`config.mk`:
```
export PLATFORM = sky130hd
export DESIGN_NAME = ex_madd_msub
export DESIGN_NICKNAME = d
export VERILOG_FILES = /design/src/rtl/ex_madd_msub_pkg.sv /design/src/rtl/ex_madd_msub_pp_mul.sv /design/src/rtl/ex_madd_msub.sv
export SDC_FILE = /design/constraint.sdc
export NUM_CORES = 2
export LEC_CHECK = 0
export ABC_AREA = 1
export BUFFER_PORTS_ARGS = -buffer_cell sky130_fd_sc_hd__buf_2
export CORE_MARGIN = 2
export CORE_UTILIZATION = 30
export DETAILED_ROUTE_END_ITERATION = 16
export SETUP_SLACK_MARGIN = 0.1
export SLEW_MARGIN = 10
export SYNTH_ARGS = -nofsm -noshare
export SYNTH_HDL_FRONTEND = slang
export SYNTH_SLANG_ARGS = --single-unit
export TNS_END_PERCENT = 1
```
`constraint.sdc`:
```
create_clock -name clk -period 18.71 [get_ports clk]
set_input_delay 1.871 -clock clk [delete_from_list [all_inputs] [get_ports clk]]
set_output_delay 1.871 -clock clk [all_outputs]
set_load 0.005 [all_outputs]
```
`src/rtl/ex_madd_msub_pkg.sv`:
```
// Shared widths, MAC op encodings and step-counter values for the EX-stage MADD/MSUB sequencer.
package ex_madd_msub_pkg;

  localparam int unsigned DW   = 32;
  localparam int unsigned HALF = DW / 2;
  localparam int unsigned HW   = 2 * DW;

  typedef enum logic [1:0] {
    OP_MADD  = 2'b00,
    OP_MADDU = 2'b01,
    OP_MSUB  = 2'b10,
    OP_MSUBU = 2'b11
  } mac_op_e;

  typedef enum logic [1:0] {
    STEP_MUL = 2'b00,
    STEP_SUM = 2'b01,
    STEP_ACC = 2'b10,
    STEP_BAD = 2'b11
  } step_e;

endpackage

```
`src/rtl/ex_madd_msub_pp_mul.sv`:
```
// Magnitude split of the operands and registered HALFxHALF partial products plus result-sign flag.
module ex_madd_msub_pp_mul
  import ex_madd_msub_pkg::*;
(
  input  logic          clk,
  input  logic          reset,
  input  logic          clear,
  input  logic          load,
  input  logic [1:0]    op,
  input  logic [DW-1:0] src_a,
  input  logic [DW-1:0] src_b,
  output logic [DW-1:0] pp_ll,
  output logic [DW-1:0] pp_lh,
  output logic [DW-1:0] pp_hl,
  output logic [DW-1:0] pp_hh,
  output logic          neg_q
);

  logic          is_signed;
  logic          is_sub;
  logic [DW-1:0] mag_a;
  logic [DW-1:0] mag_b;

  // Two's-complement negate maps 0x8000_0000 onto itself, which is the correct unsigned magnitude.
  always_comb begin
    is_signed = ~op[0];
    is_sub    = op[1];
    mag_a     = (is_signed && src_a[DW-1]) ? (~src_a + DW'(1)) : src_a;
    mag_b     = (is_signed && src_b[DW-1]) ? (~src_b + DW'(1)) : src_b;
  end

  always_ff @(posedge clk) begin
    if (reset || clear) begin
      pp_ll <= '0;
      pp_lh <= '0;
      pp_hl <= '0;
      pp_hh <= '0;
      neg_q <= 1'b0;
    end else if (load) begin
      pp_ll <= DW'(mag_a[HALF-1:0])  * DW'(mag_b[HALF-1:0]);
      pp_lh <= DW'(mag_a[HALF-1:0])  * DW'(mag_b[DW-1:HALF]);
      pp_hl <= DW'(mag_a[DW-1:HALF]) * DW'(mag_b[HALF-1:0]);
      pp_hh <= DW'(mag_a[DW-1:HALF]) * DW'(mag_b[DW-1:HALF]);
      neg_q <= (is_signed & (src_a[DW-1] ^ src_b[DW-1])) ^ is_sub;
    end
  end

endmodule

```
`src/rtl/ex_madd_msub.sv`:
```
// EX-stage MADD/MADDU/MSUB/MSUBU sequencer; step state lives in the EX/MEM register and is fed back.
module ex_madd_msub
  import ex_madd_msub_pkg::*;
(
  input  logic          clk,
  input  logic          reset,
  input  logic          op_valid,
  input  logic [1:0]    op,
  input  logic [DW-1:0] src_a,
  input  logic [DW-1:0] src_b,
  input  logic [HW-1:0] hilo_cur,
  input  logic          flush,
  input  logic [HW-1:0] hilo_temp_i,
  input  logic [1:0]    counter_i,
  output logic [HW-1:0] hilo_temp_o,
  output logic [1:0]    counter_o,
  output logic          stall_req,
  output logic          hilo_wr_en,
  output logic [DW-1:0] hi_o,
  output logic [DW-1:0] lo_o
);

  logic          load;
  logic [DW-1:0] pp_ll;
  logic [DW-1:0] pp_lh;
  logic [DW-1:0] pp_hl;
  logic [DW-1:0] pp_hh;
  logic          neg_q;
  logic [HW-1:0] mid;
  logic [HW-1:0] prod;

  assign load = op_valid && (step_e'(counter_i) == STEP_MUL);

  ex_madd_msub_pp_mul u_pp (
    .clk   (clk),
    .reset (reset),
    .clear (flush),
    .load  (load),
    .op    (op),
    .src_a (src_a),
    .src_b (src_b),
    .pp_ll (pp_ll),
    .pp_lh (pp_lh),
    .pp_hl (pp_hl),
    .pp_hh (pp_hh),
    .neg_q (neg_q)
  );

  // Recombine the registered partials; the middle sum can carry into bit DW, so widen first.
  always_comb begin
    mid  = HW'(pp_lh) + HW'(pp_hl);
    prod = {pp_hh, DW'(0)} + (mid << HALF) + HW'(pp_ll);
  end

  // Per-step outputs; reset, flush, idle and the illegal counter value all leave the defaults.
  always_comb begin
    hilo_temp_o = '0;
    counter_o   = STEP_MUL;
    stall_req   = 1'b0;
    hilo_wr_en  = 1'b0;
    hi_o        = '0;
    lo_o        = '0;
    if (!reset && !flush) begin
      case (step_e'(counter_i))
        STEP_MUL: begin
          if (op_valid) begin
            counter_o = STEP_SUM;
            stall_req = 1'b1;
          end
        end
        STEP_SUM: begin
          hilo_temp_o = neg_q ? (~prod + HW'(1)) : prod;
          counter_o   = STEP_ACC;
          stall_req   = 1'b1;
        end
        STEP_ACC: begin
          {hi_o, lo_o} = hilo_temp_i + hilo_cur;
          hilo_wr_en   = 1'b1;
        end
        default: ;
      endcase
    end
  end

endmodule
```
==> flow_summary.yaml <==
run_status:
  outcome: "complete, no violations"
final_layout:
  layout.nets: 9328
  area_growth_pct: 9.276
  drive_gt1_share_pct: 6.807
  final_util_pct: 32.94
global_route:
  grt_pass1_wl_um: 303900
  grt_usage_pct: 22.64
  grt_pass1_vias: 50155
  grt-ovfl-total: 0
  grt_max_degree: 94
  antenna_found_initial: 14
synth:
  syn_inst: 7605
  yosysWarnings: 0
  synth_area_um2: 51650
  yosysMostFrequentCell: "nand2_1"
  syn-num-nets: 9131
  ys_seq_area_share_pct: 5.000
  ys_seq_elements: 129
  yosys.cell_types.count: 62
  synth_flop_cell: "dfxtp_1"
  synthTopCellsByCount: "nand2_1 (1,673), inv_1 (1,622), nor2_1 (1,057)"
  synth_edf_count: 0
  avgSynthCellArea_um2: 6.792
  yosysTopAreaCell: "fa_1"
  yosysTopAreaCellShare_pct: 30.19
  synthTopCellsByArea: "fa_1 (30%), ha_1 (13%), nand2_1 (12%), inv_1 (12%), nor2_1 (7.7%)"
  synthArstFlopShare_pct: 0
sta:
  skew_ns: 0
  setup-violations-final: 0
  rsz0062_at_grt: "no"
  fin_crit_sh_pct: 59.68
  worst_pin_slew_ns: 1.315
  fmax_ghz: 0.08956
  slew_viol_final: 0
  period_needed_ns: 11.17
  hold_viol: 0
  setup_tns_ns: 0
  relSlewSlack_pct: 12.03
clock_tree:
  clock_latency_ns: 0.44
  clockBufferDepth: 2
  cts-hold-fix-buffers: 0
  cts_buffers: 17
  clkSinkCount: 129
  root_buffer: "clkbuf_16"
  cts_setup_buffers: 0
  cts_resized: 0
  path_clk_slew_ns: 0.07
  cts_tree: "yes"
  cts_max_level: 4
worst_setup_path:
  critPathLaunchType: "input pin"
  cpPeakStageDelay_ns: 1.04
  critPathBufInv: 10
  r2r-start: "u_pp.neg_q"
  critPathKind: "input pin to flop"
  cp_slowest_cell: "xor2_1"
  rr_worst_depth: 5
  critical_path.max_fanout: 24
  cp-end-kind: "flop"
  r2r_end: "u_pp.neg_q"
  crit_path_frequent_cell: "inv_1"
  worstPathArrival_ns: 11.52
  reg2reg_slack_ns: 16.96
  required_ns: 19.06
  cp_top_family: "adder cells"
drt:
  post_drt_wl_per_cell_um: 19.62
  ant_nets: 0
  vias: 50195
  wl_um: 198800
  drc_errors: 0
  via_per_inst: 4.954
  drtIter0Drc: 4303
  dr.pass1.iters: 6
die:
  initial_utilization_pct: 30.14
  die_width_um: 418.9
  boundaryPins: 332
  dieArea_um2: 175500
  rows: 152
  die_h_um: 418.9
  fp.coreArea_um2: 171400
placement:
  dpl.hpwl_um: 161900
  gp_congestion: 0.9457
  portBuffers: 331
min_path:
  hold_path_depth: 2
  min_from: "u_pp.pp_hl[0]"
  worstHoldEndpoint: "u_pp.pp_hl[0]"
  min-delay-path-class: "flop to flop"
job:
  max_cap_viol_count: 0
[tightest hold or removal path: cells and delay by family (launching register included)]
| family | cells | cell delay (ns) |
|---|---|---|
| compound gates | 1 | 0.05 |
| flops | 1 | 0.31 |
| simple gates | 1 | 0.06 |
[cell type report]
| class | count | area, um^2 |
|---|---|---|
| Antenna cell | 8 | 20.02 |
| Clock buffer | 19 | 432.9 |
| Clock inverter | 13 | 105.1 |
| Fill cell | 18709 | 114900 |
| Inverter | 1655 | 6220 |
| Multi-Input combinational cell | 5604 | 42050 |
| Sequential cell | 129 | 2582 |
| Tap cell | 2310 | 2890 |
| Timing Repair Buffer | 395 | 2137 |
[cells by family after synthesis]
family	synth area share, %
AND/OR/NAND/NOR	24.63
buffers and inverters	13.80
AO/OA/AOI/OAI	10.48
flip-flops	5.000
XOR/XNOR	2.638
adder cells (fa/ha/maj)	43.44
[state kept, by name (all words and copies together) (netlist names)]
signal and count:
u_pp.neg_q 1, u_pp.pp_hh 32, u_pp.pp_hl 32, u_pp.pp_lh 32, u_pp.pp_ll 32
[placed cells by master, fill, tap and decap left out, types with 129 or more instances in the layout]
cell type,synthesis,layout
fa_1,779,779
nand3_1,215,214
buf_2,26,331
inv_1,1622,1622
o21ai_0,351,348
ha_1,547,547
dfxtp_1,129,129
nand2_1,1673,1670
a21oi_1,411,411
nor2_1,1057,1054
[routing by layer]
| layer | track usage, % | routed length (um) | vias to the layer above | share of wire, % |
|---|---|---|---|---|
| li1 | - | - | 23587 | - |
| met3 | 4.275 | 18630 | 328 | 9.4 |
| met2 | 34.53 | 82540 | 2260 | 42 |
| met4 | 8.010 | 8327 | 10 | 4.2 |
| met5 | 0 | 82 | - | 0.041 |
| met1 | 31.73 | 89230 | 24010 | 45 |
[worst max path at each step]
stage | slack [ns] | end | cells past startpoint | startpoint
floorplan | 9.78 | u_pp.pp_hh[28] | 38 | src_b[0]
global placement | 7.48 | u_pp.pp_ll[28] | 32 | src_a[0]
detailed placement | 7.32 | u_pp.pp_ll[28] | 32 | src_a[0]
CTS | 7.81 | u_pp.pp_ll[28] | 32 | src_a[0]
global route | 7.07 | u_pp.pp_ll[28] | 32 | src_a[0]
finish | 7.54 | u_pp.pp_ll[28] | 32 | src_a[0]
[metrics by stage]
step	hold WS [ns]	instance area (um^2)	worst slack (ns)	std cells
detailed placement	0.4644	55880	7.320	10093
floorplan	0.4491	51650	9.782	7605
finish	0.4738	56440	7.544	10133
global placement	0.4580	55880	7.480	10093
CTS	0.4744	56420	7.809	10125
global route	0.5078	56430	7.070	10128
Power is not shown: default switching activity piles up to over one toggle a cycle in this logic, so the estimate is an artifact.
